File: src/rtl/updown_digit_counter.sv
// updown_digit_counter
//   Multi-digit up/down counter driven by two push-button levels. Each button is
//   synchronised through three flops and rising-edge detected, so one press is
//   one step. Digits are held base-BASE in 4-bit nibbles with carry/borrow
//   rippling digit to digit; the range ends either wrap or saturate.
//
// Parameters
//   DIGITS   number of digits (1..4)
//   BASE     radix per digit (2..16)
//   SATURATE 0 = wrap at the range ends, 1 = hold at the range ends
//
// Ports
//   clk_plus   system clock, rising edge
//   reset      asynchronous active-low reset
//   inc_in     asynchronous button level, rising edge requests +1
//   dec_in     asynchronous button level, rising edge requests -1
//   load       synchronous load strobe (wins over any step)
//   load_val   digit-packed load value, digit 0 in [3:0]
//   count      digit-packed count, digit 0 least significant
//   at_max     all digits at BASE-1 (from count only)
//   at_min     all digits at 0 (from count only)
//   overflow   one-cycle pulse: increment requested while at_max
//   underflow  one-cycle pulse: decrement requested while at_min
module updown_digit_counter #(
    parameter int unsigned DIGITS   = 2,
    parameter int unsigned BASE     = 10,
    parameter int unsigned SATURATE = 0
) (
    input  logic                clk_plus,
    input  logic                reset,
    input  logic                inc_in,
    input  logic                dec_in,
    input  logic                load,
    input  logic [4*DIGITS-1:0] load_val,
    output logic [4*DIGITS-1:0] count,
    output logic                at_max,
    output logic                at_min,
    output logic                overflow,
    output logic                underflow
);

    localparam logic [3:0] MaxDigit = 4'(BASE - 1);
    localparam logic [4:0] BaseW    = 5'(BASE);
    localparam bit         SatMode  = (SATURATE != 0);

    // Bit 0 is the first synchroniser flop, bit 2 the edge-detect history flop.
    logic [2:0] inc_sync_q, dec_sync_q;
    logic       up, dn;

    logic [4*DIGITS-1:0] count_q, count_d;
    logic                overflow_q, overflow_d;
    logic                underflow_q, underflow_d;

    logic [4*DIGITS-1:0] inc_val, dec_val, load_fix;

    always_ff @(posedge clk_plus or negedge reset) begin
        if (!reset) begin
            inc_sync_q  <= '0;
            dec_sync_q  <= '0;
            count_q     <= '0;
            overflow_q  <= 1'b0;
            underflow_q <= 1'b0;
        end else begin
            inc_sync_q  <= {inc_sync_q[1:0], inc_in};
            dec_sync_q  <= {dec_sync_q[1:0], dec_in};
            count_q     <= count_d;
            overflow_q  <= overflow_d;
            underflow_q <= underflow_d;
        end
    end

    assign up = inc_sync_q[1] & ~inc_sync_q[2];
    assign dn = dec_sync_q[1] & ~dec_sync_q[2];

    always_comb begin
        at_max = 1'b1;
        at_min = 1'b1;
        for (int i = 0; i < int'(DIGITS); i++) begin
            if (count_q[4*i +: 4] != MaxDigit) at_max = 1'b0;
            if (count_q[4*i +: 4] != 4'd0)     at_min = 1'b0;
        end
    end

    // Increment ripple: at all-max the carry runs off the top and leaves all zeros.
    always_comb begin
        logic carry;
        carry   = 1'b1;
        inc_val = count_q;
        for (int i = 0; i < int'(DIGITS); i++) begin
            if (carry) begin
                if (count_q[4*i +: 4] == MaxDigit) begin
                    inc_val[4*i +: 4] = 4'd0;
                end else begin
                    inc_val[4*i +: 4] = count_q[4*i +: 4] + 4'd1;
                    carry             = 1'b0;
                end
            end
        end
    end

    // Decrement ripple: at all-zero the borrow runs off the top and leaves all max.
    always_comb begin
        logic borrow;
        borrow  = 1'b1;
        dec_val = count_q;
        for (int i = 0; i < int'(DIGITS); i++) begin
            if (borrow) begin
                if (count_q[4*i +: 4] == 4'd0) begin
                    dec_val[4*i +: 4] = MaxDigit;
                end else begin
                    dec_val[4*i +: 4] = count_q[4*i +: 4] - 4'd1;
                    borrow            = 1'b0;
                end
            end
        end
    end

    // Out-of-range load digits are forced to 0 so a digit never leaves 0..BASE-1.
    always_comb begin
        load_fix = load_val;
        for (int i = 0; i < int'(DIGITS); i++) begin
            if ({1'b0, load_val[4*i +: 4]} >= BaseW) load_fix[4*i +: 4] = 4'd0;
        end
    end

    always_comb begin
        count_d     = count_q;
        overflow_d  = 1'b0;
        underflow_d = 1'b0;
        if (load) begin
            count_d = load_fix;
        end else if (up && !dn) begin
            overflow_d = at_max;
            if (!(at_max && SatMode)) count_d = inc_val;
        end else if (dn && !up) begin
            underflow_d = at_min;
            if (!(at_min && SatMode)) count_d = dec_val;
        end
    end

    assign count     = count_q;
    assign overflow  = overflow_q;
    assign underflow = underflow_q;

endmodule

File: config.mk
export PLATFORM = sky130hd
export DESIGN_NAME = updown_digit_counter
export DESIGN_NICKNAME = d
export VERILOG_FILES = /design/src/rtl/updown_digit_counter.sv
export SDC_FILE = /design/constraint.sdc
export NUM_CORES = 1
export LEC_CHECK = 0
export ABC_AREA = 1
export CORE_MARGIN = 2
export CORE_UTILIZATION = 49
export DETAILED_ROUTE_END_ITERATION = 8
export HOLD_SLACK_MARGIN = 0.12
export PLACE_DENSITY_LB_ADDON = 0.25
export SYNTH_ARGS = -nofsm -noshare
export SYNTH_HDL_FRONTEND = slang
export SYNTH_SLANG_ARGS = --single-unit
File: constraint.sdc
create_clock -name clk_plus -period 1.7 [get_ports clk_plus]
set_clock_uncertainty 0.15 [all_clocks]
set_input_delay 0.34 -clock clk_plus [delete_from_list [all_inputs] [get_ports clk_plus]]
set_output_delay 0.34 -clock clk_plus [all_outputs]
set_load 0.005 [all_outputs]
==> metrics.txt, run 1 <==
Reg2Reg Depth=9; Worst slew margin=0.804; P per Cell Area=1020 nW/um^2; Top Ports=25; Syn-to-layout area delta=53.5%; total global-route track usage=0.291; area share of the largest cell type after synthesis=0.376; ANT nets after route=0; critical path's top delay family=flip-flops; setup violators final=2; failing checks=setup timing; area of the mapped netlist=1060 um^2; FF-to-FF End=count[5]; synthesized area per cell=6.45 um^2; worst hold path class=input port to asynchronous set/reset pin; count leader, synth=nand2_1; post-route worst setup slack=-0.0290 ns; Yosys cell types=17; Num CTS Buffers=3; vias per std cell=5.14; Max VDD drop=0.000780 V; Critical Path Slowest Stage Cell=dfrtp_1; Reg2Reg Launch Point=count[4]; starting density of the core=0.531; Clock Path Buffers=2; DP HPWL=2320 um; arrival time worst endpoint=1.24 ns; drt initial violations=64; Routed WL=3350 um; Final nets=238; WL/cell=13.3 um; Root Driver=clkbuf_4; EDFF count, synth=0; quantity of I/O buffers inserted on ports=24; vias in the first global route=1,213; DIE HEIGHT=50.6 um; Fill cells=133; max-cap viol count=0; initial antenna violation count=0; clk_lat worst skew=0.30 ns; Post-Syn Nets=178; maximum clock frequency=578 MHz; RePlAce Congestion=0.872; period utilization=1.02; Yosys top cell by area=dfrtp_1; worst path bufs/invs=3; Yosys Warn Count=0; ys flop type=dfrtp_1; Core Region=2000 um^2; max-slew violation count=0; Syn Inst Count=165; Async SR Flop Fraction=1.00; crit path cell chain=inv_1 > nand2_1 > nor2_2 > nand2_1 > inv_1 > buf_2; CP Data Required Time=1.21 ns; Placed Area=1520 um^2; layout cell share with drive strength beyond 1=0.286; r2r setup slk=0.12 ns; H-tree levels=1; DIE AREA=2560 um^2; Slew @ Worst Pin=0.291 ns; Clock transition at path regs=0.10 ns; final instance area=1630 um^2; static leakage=0.000893 uW; number of synthesized register bits=16; Crit. End Element=output port; first-pass GRT wire length=5490 um; clock sinks=16; routed vias=1,289; CTS Hold Bufs=0; crit start category=flip-flop; largest net degree at the start of global routing=17; Placement Setup Slack=-0.0991 ns; global route overflow=0; Final Hold Vio Count=0; antenna fix cells=0; row count=16; Die X=50.6 um; CTS tree=done; status=complete, but fails checks; sequential area share after synthesis=0.376; drt first pass iters=4; RSZ-0062 raised after global routing=yes; largest cells by area after synthesis=dfrtp_1, nand2_1, nand3_1; CP Max Fanout=2; crit path time final=1.73 ns; slowest stage delay, CP=0.39 ns; WS Path Type=flip-flop to output port; DRC errors left=0; top post-synthesis cells by count=nand2_1, nand3_1, dfrtp_1, inv_1, nor2_1
-- cell families after synthesis --
kind of cell | Yosys count | share of synthesized area
flip-flops | 16 | 0.376
buffers and inverters | 23 | 0.0835
AO/OA/AOI/OAI | 11 | 0.0553
AND/OR/NAND/NOR | 115 | 0.485
-- per-layer routing --
layer	GRT usage	routed length (um)	share of wire
met1	0.392	1430	0.43
met2	0.480	1650	0.49
met5	0	0	0
met3	0.0327	199	0.059
met4	0.113	60	0.018
-- cells in the final DEF, fill, tap and decap left out, types with 3 or more instances in the layout --
| cell | Yosys | layout |
|---|---|---|
| clkdlybuf4s50_1 | 0 | 14 |
| dlygate4sd2_1 | 0 | 5 |
| nand3_1 | 22 | 22 |
| buf_6 | 0 | 7 |
| nand2_1 | 66 | 66 |
| o21ai_0 | 8 | 8 |
| buf_4 | 0 | 26 |
| nor2_4 | 3 | 3 |
| buf_2 | 1 | 3 |
| nor2_2 | 2 | 8 |
| dfrtp_1 | 16 | 15 |
| clkbuf_4 | 0 | 3 |
| inv_2 | 5 | 6 |
| nor2_1 | 15 | 9 |
| nand3_2 | 3 | 3 |
| inv_1 | 16 | 15 |
-- flip-flops by register name, indices dropped and copies added (netlist names) --
| signal | flops |
|---|---|
| count | 8 |
| dec_sync_q | 3 |
| inc_sync_q | 3 |
| overflow | 1 |
| underflow | 1 |
-- cell type report --
class	instances	area [um^2]	share of cell area
clock buffers	4	36.3	0.0222
inverters	21	78.8	0.0483
multi-input cells	126	589	0.361
flip-flops and latches	16	402	0.246
well taps	27	33.8	0.0207
repair buffers	57	493	0.302
-- metrics by stage --
step | instances | power [uW] | TNS (ns) | hold slack (ns) | utilization
final | 251 | 1660 | -0.0526 | 0.201 | 0.816
after floorplan | 165 | 874 | 0 | -0.106 | -
after global routing | 251 | 1770 | -0.219 | 0.231 | 0.816
after global placement | 239 | 1250 | -0.495 | 0.193 | 0.757
after CTS | 252 | 1610 | -0.161 | 0.204 | 0.812
after detailed placement | 239 | 1270 | -0.546 | 0.190 | 0.757
-- worst register-to-register path: cells and delay by family (launching register included) --
family	cells	cell delay, ns
compound gates	1	0.22
flops	1	0.46
buf+inv	3	0.36
simple gates	5	0.34
-- what timing repair did --
item	4_1_cts	5_1_grt
resized for setup	24	12
pin swaps	3	4
setup buffers	9	0
endpoints found under the setup margin	10	9
endpoints found under the hold margin	0	0
-- worst max-delay path by stage --
stage / to / start / cells after the start / slack (ns)
6_report: at_max / count[6] / 6 / -0.03
5_1_grt: at_min / count[0] / 5 / -0.11
4_1_cts: at_min / count[0] / 5 / -0.13
3_5_place_dp: at_max / count[1] / 6 / -0.1
3_3_place_gp: at_max / count[1] / 6 / -0.09
2_1_floorplan: at_min / count[4] / 4 / 0.33
-- power by group --
group / total, uW / switching (uW) / internal [uW]
clock: 259 / 128 / 131
combinational: 912 / 469 / 443
sequential: 491 / 53.7 / 438
Power figures use the tool's default switching activity.
==> run 2: changes to the inputs <==
- ABC_AREA: 1 -> not set
- CORE_UTILIZATION: 49 -> 48
- CTS_BUF_LIST: not set -> sky130_fd_sc_hd__clkbuf_16
==> run 2 against run 1 <==
Effect of this change: the flow still finishes with violations (setup timing); power shrank 2.4%; non-clock buffer count rose by 14; area after synthesis fell by 3.9%; global-route usage increased by 5.4 points; largest cell class unchanged.
==> metrics.txt, run 2 <==
status=complete, but fails checks; failing checks=setup timing; WL/cell=22.1 um; Root Driver=clkbuf_16; Post-Syn Nets=124; Yosys Warn Count=0; clk_lat worst skew=0.25 ns; row count=16; Worst slew margin=0.804; P per Cell Area=907 nW/um^2; synthesized area per cell=9.21 um^2; worst hold path class=flip-flop to flip-flop; Reg2Reg Depth=7; maximum clock frequency=533 MHz; Clock transition at path regs=0.05 ns; crit path time final=1.88 ns; Slew @ Worst Pin=0.293 ns; largest net degree at the start of global routing=17; Num CTS Buffers=3; vias in the first global route=1,303; global route overflow=0; vias per std cell=6.26; CTS tree=done; hold path depth=0; layout cell share with drive strength beyond 1=0.438; period utilization=1.10; top post-synthesis cells by count=dfrtp_1, nor2_1, nand2_1; DIE HEIGHT=50.2 um; DRC errors left=0; arrival time worst endpoint=1.91 ns; Final Hold Vio Count=0; largest cells by area after synthesis=dfrtp_1, nor2_1, nand2_1; max reg flops=8; CP Max Fanout=3; first-pass GRT wire length=6290 um; Crit. End Element=flip-flop; Max VDD drop=0.000988 V; routed vias=1,270; sequential area share after synthesis=0.392; r2r setup slk=-0.18 ns; DIE AREA=2520 um^2; post-route worst setup slack=-0.175 ns; number of synthesized register bits=16; quantity of I/O buffers inserted on ports=24; post-layout util=0.902; initial antenna violation count=0; drt initial violations=47; Clock Path Buffers=2; most frequent cells in the layout=buf_4, dfrtp_1, clkdlybuf4s50_1; total global-route track usage=0.346; ANT nets after route=0; H-tree levels=1; Final nets=191; Yosys top cell by area=dfrtp_1; area of the mapped netlist=1020 um^2; Syn Inst Count=111; RSZ-0062 raised after global routing=yes; Routed WL=4490 um; static leakage=0.000844 uW; drt first pass iters=4; RePlAce Congestion=0.830; Core Region=1980 um^2; Fill cells=87; EDFF count, synth=0; Placement Setup Slack=-0.356 ns; Die X=50.2 um; commonest non-fill, non-tap cell in the layout=buf_4; Yosys cell types=42; starting density of the core=0.516; area share of the largest cell type after synthesis=0.392; Syn-to-layout area delta=74.9%; WS Path Type=flip-flop to flip-flop; Async SR Flop Fraction=1.00; crit start category=flip-flop; Top Ports=25; DP HPWL=2130 um; max-slew violation count=0; antenna fix cells=0; clock sinks=16; count leader, synth=dfrtp_1; ys flop type=dfrtp_1; CP Data Required Time=1.73 ns; max-cap viol count=0; setup violators final=9
[run 2: cell count changes in the layout (fill, tap and decap cells not counted), moves of 4 or more]
| cell | previous run | this run |
|---|---|---|
| buf_4 | 26 | 36 |
| buf_6 | 7 | 11 |
| inv_1 | 15 | 3 |
| inv_2 | 6 | 0 |
| nand2_1 | 66 | 4 |
| nand3_1 | 22 | 4 |
| nor2_2 | 8 | 2 |
| o21ai_0 | 8 | 4 |
[run 2: final timing paths]
kind / startpoint / endpoint
setup / recovery: dec_sync_q[2] / count[3]
hold / removal: inc_sync_q[0] / inc_sync_q[1]
setup reg to reg: dec_sync_q[2] / count[3]
hold reg to reg: inc_sync_q[0] / inc_sync_q[1]
max in group asynchronous: reset / count[4]
min in group asynchronous: reset / inc_sync_q[2]
[run 2: critical path: stages (launching register included)]
cell and delay, ns:
dfrtp_1 0.37, and2b_2 0.26, buf_4 0.13, buf_4 0.14, nor3_4 0.21, a22oi_1 0.12
nor3_1 0.24, a311o_1 0.18
[run 2: cells by family (layout without fill, tap and decap cells)]
kind of cell | count (synthesis) | in the layout | share of synthesized area
AND/OR/NAND/NOR | 49 | 49 | 0.277
flip-flops | 16 | 16 | 0.392
buffers and inverters | 12 | 77 | 0.0587
AO/OA/AOI/OAI | 29 | 29 | 0.224
multiplexers | 4 | 4 | 0.0404
XOR/XNOR | 1 | 1 | 0.00857
[run 2: metrics by stage]
step | total power (uW) | std cells | hold WS, ns | TNS, ns | cell area [um^2]
after floorplan | 715 | 111 | -0.106 | 0 | 1020
after global placement | 918 | 179 | 0.182 | -0.821 | 1440
after detailed placement | 939 | 179 | 0.186 | -1.14 | 1440
after CTS | 1540 | 199 | 0.224 | -0.390 | 1720
after global routing | 1670 | 203 | 0.225 | -1.43 | 1790
final | 1620 | 203 | 0.230 | -0.873 | 1790
[run 2: power breakdown]
part	switching (uW)	internal [uW]	leakage, uW
sequential	34.4	418	0.000199
combinational	340	354	0.000607
clock	166	310	0.0000370
total	540	1080	0.000844
[run 2: final cells by class]
cell class / count / area, um^2 / area share
tap: 27 / 33.8 / 0.0189
timing repair buffer: 71 / 614 / 0.344
clock buffer: 3 / 75.1 / 0.0420
inverter: 3 / 11.3 / 0.00630
multi-input combinational: 83 / 653 / 0.365
sequential: 16 / 400 / 0.224
[run 2: per-layer routing]
| metal | GRT usage | part of all wire | vias to the layer above |
|---|---|---|---|
| li1 | - | - | 535 |
| met1 | 0.355 | 0.36 | 635 |
| met2 | 0.629 | 0.53 | 73 |
| met3 | 0.0714 | 0.057 | 27 |
| met4 | 0.218 | 0.056 | 0 |
| met5 | 0 | 0 | - |
[run 2: what timing repair did]
item	4_1_cts	5_1_grt
pin swaps	6	5
hold buffers	0	0
gates resized for setup	39	8
endpoints found under the setup margin	17	10
setup buffers	18	4
==> run 3: changes to the inputs <==
- CORE_MARGIN: 2 -> not set
==> run 3 against run 2 <==
Effect of this change: the flow still finishes with violations (setup timing); largest power group unchanged; worst hold slack lost 0.035 ns; global-route usage down 4.1 points; design area rose by 1.5%; sequential share of layout area fell by 0.27 points; count of clock-buffer cells in the layout unchanged; fmax down 2.8%; cell count increased by 0.99%; power increased by 3.7%.
==> metrics.txt, run 3 (same netlist as run 2, synthesis figures left out) <==
status=complete, but fails checks; failing checks=setup timing; multi-input logic area=664 um^2; Final Hold Vio Count=0; Routed WL=4310 um; global route overflow=0; DRC errors left=0; clk_lat worst skew=0.25 ns; arrival time worst endpoint=1.90 ns; CTS tree=done; Worst slew margin=0.778; clock sinks=16; first-pass GRT wire length=4540 um; final setup TNS=-1.01 ns; initial antenna violation count=1; worst hold path class=flip-flop to flip-flop; period utilization=1.14; Clock Path Buffers=2; switching part of the total=0.336; CP Data Required Time=1.67 ns; H-tree levels=1; Reg power frac=0.277; design internal power=1120 uW; RSZ-0062 raised after global routing=yes; crit path time final=1.93 ns; crit start category=flip-flop; CP Max Fanout=4; Die X=48.2 um; Clock transition at path regs=0.05 ns; Max VDD drop=0.000919 V; P_sw=564 uW; RePlAce Congestion=0.867; post-route worst setup slack=-0.230 ns; most frequent cells in the layout=buf_4, dfrtp_1, clkdlybuf4s50_1; P per Cell Area=926 nW/um^2; Crit. End Element=flip-flop; busiest grt layer=met2; Clk pwr share=0.281; Num CTS Buffers=3; Critical Path Slowest Stage Cell=dfrtp_1; starting density of the core=0.516; WS Path Type=flip-flop to flip-flop; vias in the first global route=1,009; static leakage=0.000859 uW; Slew @ Worst Pin=0.332 ns; worst path bufs/invs=1; critical path's top delay family=simple AND/OR/NAND/NOR gates; GR Layer Usage met3=0.0630; Top Ports=25; WHS=0.195 ns; DIE AREA=2320 um^2; DIE HEIGHT=48.2 um; max-cap viol count=0; setup violators final=8; max reg flops=8; drt first pass iters=4; met1 global-route usage=0.324; ANT nets after route=0; WL/cell=21.0 um; quantity of I/O buffers inserted on ports=24; Final nets=191; M2 GR Usage=0.539; max-slew violation count=0; total global-route track usage=0.305; Syn-to-layout area delta=77.6%; DP HPWL=1930 um; maximum clock frequency=518 MHz; Root Driver=clkbuf_16; row count=16; Layout Cells excl Fill=205; drt initial violations=59; Placed Instances=177; layout cell share with drive strength beyond 1=0.435; Storage cell area=402 um^2; vias per std cell=6.13; crit path cell chain=and2b_2 > nor2_1 > a221oi_4 > buf_4 > a221o_1; Fill cells=82; routed vias=1,256; largest net degree at the start of global routing=17; Core Region=1980 um^2; combinational share of power=0.442; CTS Hold Bufs=0; slowest stage delay, CP=0.41 ns; commonest non-fill, non-tap cell in the layout=buf_4
==> run 3: cell types whose count changed in the layout (fill, tap and decap cells not counted), sizes merged <==
cell,before,now
dlygate4sd2,8,6
clkdlybuf4s15,0,1
clkinv,0,1
diode,0,1
dlymetal6s2s,0,1
==> run 3: through the flow <==
| step | util | setup WS [ns] | power (uW) | cell area [um^2] |
|---|---|---|---|---|
| 3_3_place_gp | 0.720 | -0.272 | 912 | 1430 |
| 5_1_grt | 0.916 | -0.311 | 1750 | 1820 |
| 2_1_floorplan | - | 0.0371 | 715 | 1020 |
| 4_1_cts | 0.840 | -0.125 | 1520 | 1660 |
| 3_5_place_dp | 0.720 | -0.277 | 928 | 1430 |
| 6_report | 0.916 | -0.230 | 1680 | 1820 |
==> run 3: timing repair <==
item,4_1_cts,5_1_grt
gates resized for setup,31,20
endpoints found under the setup margin,15,11
pin swaps,5,10
gates cloned,0,0
buffers inserted,14,9
==> run 3: path summary, 6_finish.rpt <==
| path | from | to | slack, ns | cells after the start |
|---|---|---|---|---|
| max in group asynchronous | reset | count[6] | 0.93 | 2 |
| worst max-delay path | inc_sync_q[1] | count[6] | -0.23 | 5 |
| worst min register to register | dec_sync_q[0] | dec_sync_q[1] | 0.20 | 0 |
| worst max register to register | inc_sync_q[1] | count[6] | -0.23 | 5 |
| worst min-delay path | dec_sync_q[0] | dec_sync_q[1] | 0.20 | 0 |
| min in group asynchronous | reset | count[2] | 0.27 | 2 |
==> run 3: worst register-to-register path, delay by kind of cell (launching register included) <==
| family | cells | cell delay, ns |
|---|---|---|
| flops | 1 | 0.41 |
| compound gates | 2 | 0.52 |
| buf+inv | 1 | 0.17 |
| simple gates | 2 | 0.55 |
==> run 3: layout make-up <==
class | instances | share of cell area
multi-input combinational | 83 | 0.366
antenna | 1 | 0.00138
timing repair buffer | 71 | 0.343
clock buffer | 3 | 0.0414
inverter | 3 | 0.00620
clock inverter | 1 | 0.00207
sequential | 16 | 0.221
tap | 27 | 0.0186
==> run 3: layer usage <==
| metal | up-vias | wire (um) |
|---|---|---|
| met1 | 593 | 1680 |
| met2 | 92 | 2110 |
| met4 | 0 | 241 |
| met5 | - | 0 |
| li1 | 539 | - |
| met3 | 32 | 281 |
==> run 3: power by group through the flow <==
| stage | clock (uW) | combinational (uW) | sequential, uW |
|---|---|---|---|
| after floorplan | 0 | 267 | 449 |
| after global placement | 0 | 469 | 443 |
| after detailed placement | 0 | 481 | 447 |
| after CTS | 464 | 604 | 447 |
| after global routing | 492 | 787 | 467 |
| final | 473 | 743 | 466 |
